File: src/rtl/ysyx_22050854_imm_encoder_if.sv
// Request/response bus of the immediate encoder: a valid/ready request side
// carrying {extop, imm, base} and a valid/ready result side carrying the word.
interface ysyx_22050854_imm_encoder_if;
  logic        in_valid;
  logic        in_ready;
  logic [2:0]  in_extop;
  logic [63:0] in_imm;
  logic [31:0] in_base;
  logic        out_valid;
  logic        out_ready;
  logic [31:0] out_instr;
  logic        out_err;

  modport slave (
    input  in_valid, in_extop, in_imm, in_base, out_ready,
    output in_ready, out_valid, out_instr, out_err
  );

  modport master (
    output in_valid, in_extop, in_imm, in_base, out_ready,
    input  in_ready, out_valid, out_instr, out_err
  );
endinterface

File: src/rtl/ysyx_22050854_imm_encoder.sv
// Packs a 64-bit immediate into the RV64 I/U/S/B/J immediate fields of a base
// instruction word; two-stage valid/ready pipeline with legality checking.
module ysyx_22050854_imm_encoder #(
  parameter int ERR_W = 8
) (
  input  logic                      clk,
  input  logic                      rst,
  ysyx_22050854_imm_encoder_if.slave bus,
  output logic [ERR_W-1:0]          err_cnt
);

  localparam logic [2:0] OP_I = 3'b000;
  localparam logic [2:0] OP_U = 3'b001;
  localparam logic [2:0] OP_S = 3'b010;
  localparam logic [2:0] OP_B = 3'b011;
  localparam logic [2:0] OP_J = 3'b100;

  // True when every bit from msb upward equals bit msb, i.e. v is a sign
  // extension of its low msb+1 bits.
  function automatic logic fits(input logic signed [63:0] v, input int unsigned msb);
    logic signed [63:0] sh;
    sh = v >>> msb;
    return (sh == 64'sd0) || (sh == -64'sd1);
  endfunction

  function automatic logic imm_illegal(input logic [2:0] op, input logic signed [63:0] v);
    case (op)
      OP_I, OP_S: imm_illegal = !fits(v, 11);
      OP_U:       imm_illegal = (v[11:0] != 12'h000) || !fits(v, 31);
      OP_B:       imm_illegal = v[0] || !fits(v, 12);
      OP_J:       imm_illegal = v[0] || !fits(v, 20);
      default:    imm_illegal = 1'b1;
    endcase
  endfunction

  function automatic logic [31:0] pack(input logic [2:0] op, input logic signed [63:0] v,
                                       input logic [31:0] b);
    case (op)
      OP_I:    pack = {v[11:0], b[19:0]};
      OP_U:    pack = {v[31:12], b[11:0]};
      OP_S:    pack = {v[11:5], b[24:12], v[4:0], b[6:0]};
      OP_B:    pack = {v[12], v[10:5], b[24:12], v[4:1], v[11], b[6:0]};
      OP_J:    pack = {v[20], v[10:1], v[11], v[19:12], b[11:0]};
      default: pack = b;
    endcase
  endfunction

  function automatic logic [ERR_W-1:0] sat_inc(input logic [ERR_W-1:0] c);
    return (&c) ? c : c + ERR_W'(1);
  endfunction

  logic               vld_p1;
  logic [2:0]         extop_p1;
  logic signed [63:0] imm_p1;
  logic [31:0]        base_p1;
  logic               err_p1;

  logic               vld_p2;
  logic [31:0]        instr_p2;
  logic               err_p2;

  logic               s2_free;
  logic               accept;

  assign s2_free      = !vld_p2 || bus.out_ready;
  assign bus.in_ready = !vld_p1 || s2_free;
  assign accept       = bus.in_valid && bus.in_ready;

  // ---- stage 1: capture request, evaluate legality ----
  always_ff @(posedge clk or posedge rst) begin
    if (rst) begin
      vld_p1 <= 1'b0;
    end else if (bus.in_ready) begin
      vld_p1 <= bus.in_valid;
    end
  end

  always_ff @(posedge clk) begin
    if (accept) begin
      extop_p1 <= bus.in_extop;
      imm_p1   <= $signed(bus.in_imm);
      base_p1  <= bus.in_base;
      err_p1   <= imm_illegal(bus.in_extop, $signed(bus.in_imm));
    end
  end

  // ---- stage 2: merged instruction held until taken ----
  always_ff @(posedge clk or posedge rst) begin
    if (rst) begin
      vld_p2   <= 1'b0;
      instr_p2 <= '0;
      err_p2   <= 1'b0;
    end else if (s2_free) begin
      vld_p2 <= vld_p1;
      if (vld_p1) begin
        instr_p2 <= err_p1 ? base_p1 : pack(extop_p1, imm_p1, base_p1);
        err_p2   <= err_p1;
      end
    end
  end

  always_ff @(posedge clk or posedge rst) begin
    if (rst) begin
      err_cnt <= '0;
    end else if (vld_p2 && bus.out_ready && err_p2) begin
      err_cnt <= sat_inc(err_cnt);
    end
  end

  assign bus.out_valid = vld_p2;
  assign bus.out_instr = instr_p2;
  assign bus.out_err   = err_p2;

endmodule

File: src/flat_wrapper.sv
// flat-port wrapper written by rule: the top's interface ports become plain ports
module ysyx_22050854_imm_encoder_flat 
#(
  parameter int ERR_W = 8
)
  (clk, rst, err_cnt, bus_in_valid, bus_in_extop, bus_in_imm, bus_in_base, bus_out_ready, bus_in_ready, bus_out_valid, bus_out_instr, bus_out_err);
  ysyx_22050854_imm_encoder_if bus_i ();
  input  logic clk;
  input  logic rst;
  output logic [ERR_W-1:0] err_cnt;
  input wire logic [$bits(bus_i.in_valid)-1:0] bus_in_valid;
  input wire logic [$bits(bus_i.in_extop)-1:0] bus_in_extop;
  input wire logic [$bits(bus_i.in_imm)-1:0] bus_in_imm;
  input wire logic [$bits(bus_i.in_base)-1:0] bus_in_base;
  input wire logic [$bits(bus_i.out_ready)-1:0] bus_out_ready;
  output wire logic [$bits(bus_i.in_ready)-1:0] bus_in_ready;
  output wire logic [$bits(bus_i.out_valid)-1:0] bus_out_valid;
  output wire logic [$bits(bus_i.out_instr)-1:0] bus_out_instr;
  output wire logic [$bits(bus_i.out_err)-1:0] bus_out_err;
  assign bus_i.in_valid = bus_in_valid;
  assign bus_i.in_extop = bus_in_extop;
  assign bus_i.in_imm = bus_in_imm;
  assign bus_i.in_base = bus_in_base;
  assign bus_i.out_ready = bus_out_ready;
  assign bus_in_ready = bus_i.in_ready;
  assign bus_out_valid = bus_i.out_valid;
  assign bus_out_instr = bus_i.out_instr;
  assign bus_out_err = bus_i.out_err;
  ysyx_22050854_imm_encoder #(.ERR_W(ERR_W)) u_core (.clk(clk), .rst(rst), .bus(bus_i), .err_cnt(err_cnt));
endmodule
File: config.mk
export PLATFORM = sky130hd
export DESIGN_NAME = ysyx_22050854_imm_encoder_flat
export DESIGN_NICKNAME = d
export VERILOG_FILES = /design/src/rtl/ysyx_22050854_imm_encoder_if.sv /design/src/rtl/ysyx_22050854_imm_encoder.sv /design/src/flat_wrapper.sv
export SDC_FILE = /design/constraint.sdc
export NUM_CORES = 1
export LEC_CHECK = 0
export ABC_AREA = 1
export BUFFER_PORTS_ARGS = -buffer_cell sky130_fd_sc_hd__buf_2
export CAP_MARGIN = 20
export CELL_PAD_IN_SITES_DETAIL_PLACEMENT = 0
export CELL_PAD_IN_SITES_GLOBAL_PLACEMENT = 1
export CORE_ASPECT_RATIO = 0.5
export CORE_MARGIN = 8
export CORE_UTILIZATION = 38
export DETAILED_ROUTE_END_ITERATION = 16
export PLACE_DENSITY_LB_ADDON = 0.1
export SKIP_CTS_REPAIR_TIMING = 1
export SLEW_MARGIN = 0
export SYNTH_ARGS = -nofsm -noshare
export SYNTH_HDL_FRONTEND = slang
export SYNTH_SLANG_ARGS = --single-unit
File: constraint.sdc
create_clock -name clk -period 3.1 [get_ports clk]
set_input_delay 0.62 -clock clk [delete_from_list [all_inputs] [get_ports clk]]
set_output_delay 0.62 -clock clk [all_outputs]
set_load 0.05 [all_outputs]
==> qor.csv <==
stage,metric,value,unit
setup_path,max_stage_delay,0.50,ns
floorplanning,die_x,177.4,microns
yosys,yosys_register_bits,111,
sta,tns,0,ns
setup_path,cp-start-kind,flip-flop,
routing,vias,3890,
routing,postRouteAntennaNets,0,
run,maxCapViolCount,0,
clock_tree,cts_tree,yes,
yosys,synth_flop_cell,edfxtp_1,
setup_path,crit_path_end_kind,flip-flop,
setup_path,slowest_stage,edfxtp_1,
power_and_ir_drop,finalPower,4.299,mW
place,port-buffer-count,145,
power_and_ir_drop,clkPwrFrac,0.264,
hold_path,hold_path.class,input pin to asynchronous set/reset pin,
clock_tree,clkLatencyLatePin,0.35,ns
yosys,yosysMostFrequentCell,nand2_1,
yosys,synthArstFlopShare,0.3874,
grt,grt_pass1_vias,4045,
sta,hold_viol,0,
cells_and_area,post-route-util,0.4867,
floorplanning,fp.dieH,96.71,microns
power_and_ir_drop,power.switching,1.593,mW
clock_tree,cts_root_buf,clkbuf_16,
sta,min_period_over_period,0.6886,
clock_tree,cts_buffer_depth,2,
power_and_ir_drop,p_int,2.705,mW
cells_and_area,regArea,3118,sq um
place,dpl.hpwl,9.416,mm
place,gp_congestion,0.7894,
yosys,yosysTopAreaCell,edfxtp_1,
run_status,status,finished clean,
cells_and_area,drive_above_1_share,0.2683,
cells_and_area,diodes,0,
sta,worst_pin_slew,0.6417,ns
yosys,syn-num-nets,632,
place,place_ws,0.9545,ns
yosys,ys_types,33,
sta,worst_slack,0.9654,ns
yosys,seq_area_frac_synth,0.6298,
grt,grt_pass1_wl,20.13,mm
setup_path,crit_chain,"nor2_2, o21ai_2, inv_2, nand2_1, nand2_1, o21ai_1, nand2_1, nand2_1",
floorplanning,core-area,12700,sq um
setup_path,rr_endpoint,u_core.bus.out_instr[24]$_DFFE_PP0P_,
yosys,synth_common_cells,"nand2_1, nor2_1, edfxtp_1, dfrtp_1",
yosys,avgSynthCellArea,9.377,sq um
sta,finalSetupViolCount,0,
yosys,syn_inst,528,
grt,grt_max_degree,69,
yosys,netlist_top_cells_area,"edfxtp_1, dfrtp_1, nand2_1",
clock_tree,numCtsBuffers,9,
power_and_ir_drop,ir_drop,0.0004677,V
power_and_ir_drop,combPwrFrac,0.286,
cells_and_area,multiInputGateArea,1640,sq um
routing,avgViaCountPerCell,4.566,
sta,slew_headroom,0.5715,
routing,first_iter_violations,221,
setup_path,cp_max_fo,13,
yosys,synth_area,4951,sq um
power_and_ir_drop,p_seq_frac,0.451,
cells_and_area,syn_to_final_growth,24.84,%
clock_tree,path_clk_slew,0.08,ns
clock_tree,cts-htree-levels,3,
sta,skew,0.008235,ns
setup_path,r2r_cells,8,
sta,grt_setup_unrepaired,no,
yosys,synth_top_area_frac,0.4124,
floorplanning,die_area,17160,sq um
clock_tree,cts_sinks,111,
power_and_ir_drop,switching_share,0.3706,
sta,min_period,2.135,ns
power_and_ir_drop,p_leak,2.746,nW
routing,drc_errors,0,
grt,antenna_found_initial,1,
setup_path,regToRegSetupSlack,0.97,ns
cells_and_area,fillers,1297,
yosys,synth_edf_count,68,
floorplanning,initial_core_util,0.3899,
grt,grt.total_usage,0.1463,
cells_and_area,nets,781,
routing,firstDrtPassIters,4,
setup_path,critPathArrivalTime,2.37,ns
floorplanning,rows,29,
grt,grt_overflow,0,
routing,wl_per_cell,14.66,microns
setup_path,worstSetupPathType,flip-flop to flip-flop,
sta,slew_violations,0,
floorplanning,ios,146,
cells_and_area,fin_cells,852,
yosys,yosys_warnings,0,
routing,totalWireLength,12.49,mm
setup_path,critPathMostFrequentCell,nand2_1,
setup_path,rr_startpoint,u_core.extop_p1[0]$_DFFE_PP_,
setup_path,cp_data_required_time,3.33,ns
place,place_inst,835,
sta,max_freq,468.5,MHz
power_and_ir_drop,powerDensity,695.5,nW/um^2
placed cells by master, fill, tap and decap left out, types with 2 or more instances in the layout:
cell and n:
clkbuf_16 9, nand4_1 2, nand3_2 2, clkbuf_8 2
dfrtp_1 43, a22oi_1 4, edfxtp_1 68, inv_2 9
nor2_1 98, xnor2_1 3, nand2_1 159, a21oi_1 19
o21ai_2 2, nand3b_1 2, o21ai_1 28, o21ai_0 10
inv_1 26, xor2_1 4, buf_12 2, nor2_2 2
buf_2 145, clkinv_4 3, nand3_1 27
how the worst max path moves through the flow:
stage,startpoint,end,slack [ns],depth (start not counted)
after floorplan,u_core.bus.out_valid$_DFFE_PP0P_,u_core.base_p1[0]$_DFFE_PP_,0.13,3
after global placement,u_core.extop_p1[0]$_DFFE_PP_,u_core.bus.out_instr[15]$_DFFE_PP0P_,1.03,9
after detailed placement,u_core.extop_p1[0]$_DFFE_PP_,u_core.bus.out_instr[14]$_DFFE_PP0P_,0.95,9
after CTS,u_core.extop_p1[0]$_DFFE_PP_,u_core.bus.out_instr[24]$_DFFE_PP0P_,0.95,8
after global routing,u_core.extop_p1[0]$_DFFE_PP_,u_core.bus.out_instr[23]$_DFFE_PP0P_,0.72,8
final,u_core.extop_p1[0]$_DFFE_PP_,u_core.bus.out_instr[24]$_DFFE_PP0P_,0.97,8
cells by family (layout without fill, tap and decap cells):
logic type	after synthesis	count (layout)	share of synthesized area
buffers and inverters	46	200	0.03892
adders and majority gates	1	1	0.002527
xor gates and xnor gates	7	7	0.01238
DFF	111	111	0.6298
muxes	1	1	0.002274
AOI/OAI and AO/OA	66	66	0.07278
and+or+nand+nor	296	296	0.2413
power groups by stage:
stage / logic (mW) / registers, mW / clock network (mW)
floorplan: 0.334 / 2.50 / 0
global placement: 1.23 / 1.97 / 0
detailed placement: 1.24 / 1.97 / 0
CTS: 1.24 / 1.94 / 1.17
global route: 1.33 / 1.97 / 1.21
finish: 1.23 / 1.94 / 1.13
layer usage:
layer	global-route usage	wire length, microns
met4	0.03248	112
met3	0.04926	957
met2	0.2226	5240
met1	0.1983	6167
met5	0	10
per-stage QoR:
step | cell area, sq um | hold slack [ns]
floorplan | 4951 | 0.4184
global placement | 5862 | 0.4220
detailed placement | 5862 | 0.4253
CTS | 6161 | 0.4241
global route | 6181 | 0.2203
finish | 6181 | 0.2094
layout make-up:
type                            instances  area share
Sequential cell                       111      0.5045
Inverter                               36     0.02227
Clock inverter                          4    0.006883
Tap cell                              170     0.03441
Multi-Input combinational cell        371      0.2654
Clock buffer                           12     0.04150
Timing Repair Buffer                  148      0.1251
sequential cells by signal, summed over array words and instances (netlist names):
name                  flops
u_core.base_p1           32
u_core.bus.out_err        1
u_core.bus.out_instr     32
u_core.bus.out_valid      1
u_core.err_cnt            8
u_core.err_p1             1
u_core.extop_p1           3
u_core.imm_p1            32
u_core.vld_p1             1
worst max-delay path: cells and delay by family (launching register included):
family                 cells  cell delay, ns
AND/OR/NAND/NOR            5            0.88
AO/OA/AOI/OAI              2            0.33
buffers and inverters      1            0.31
flip-flops                 1            0.50
Power figures use the tool's default switching activity.
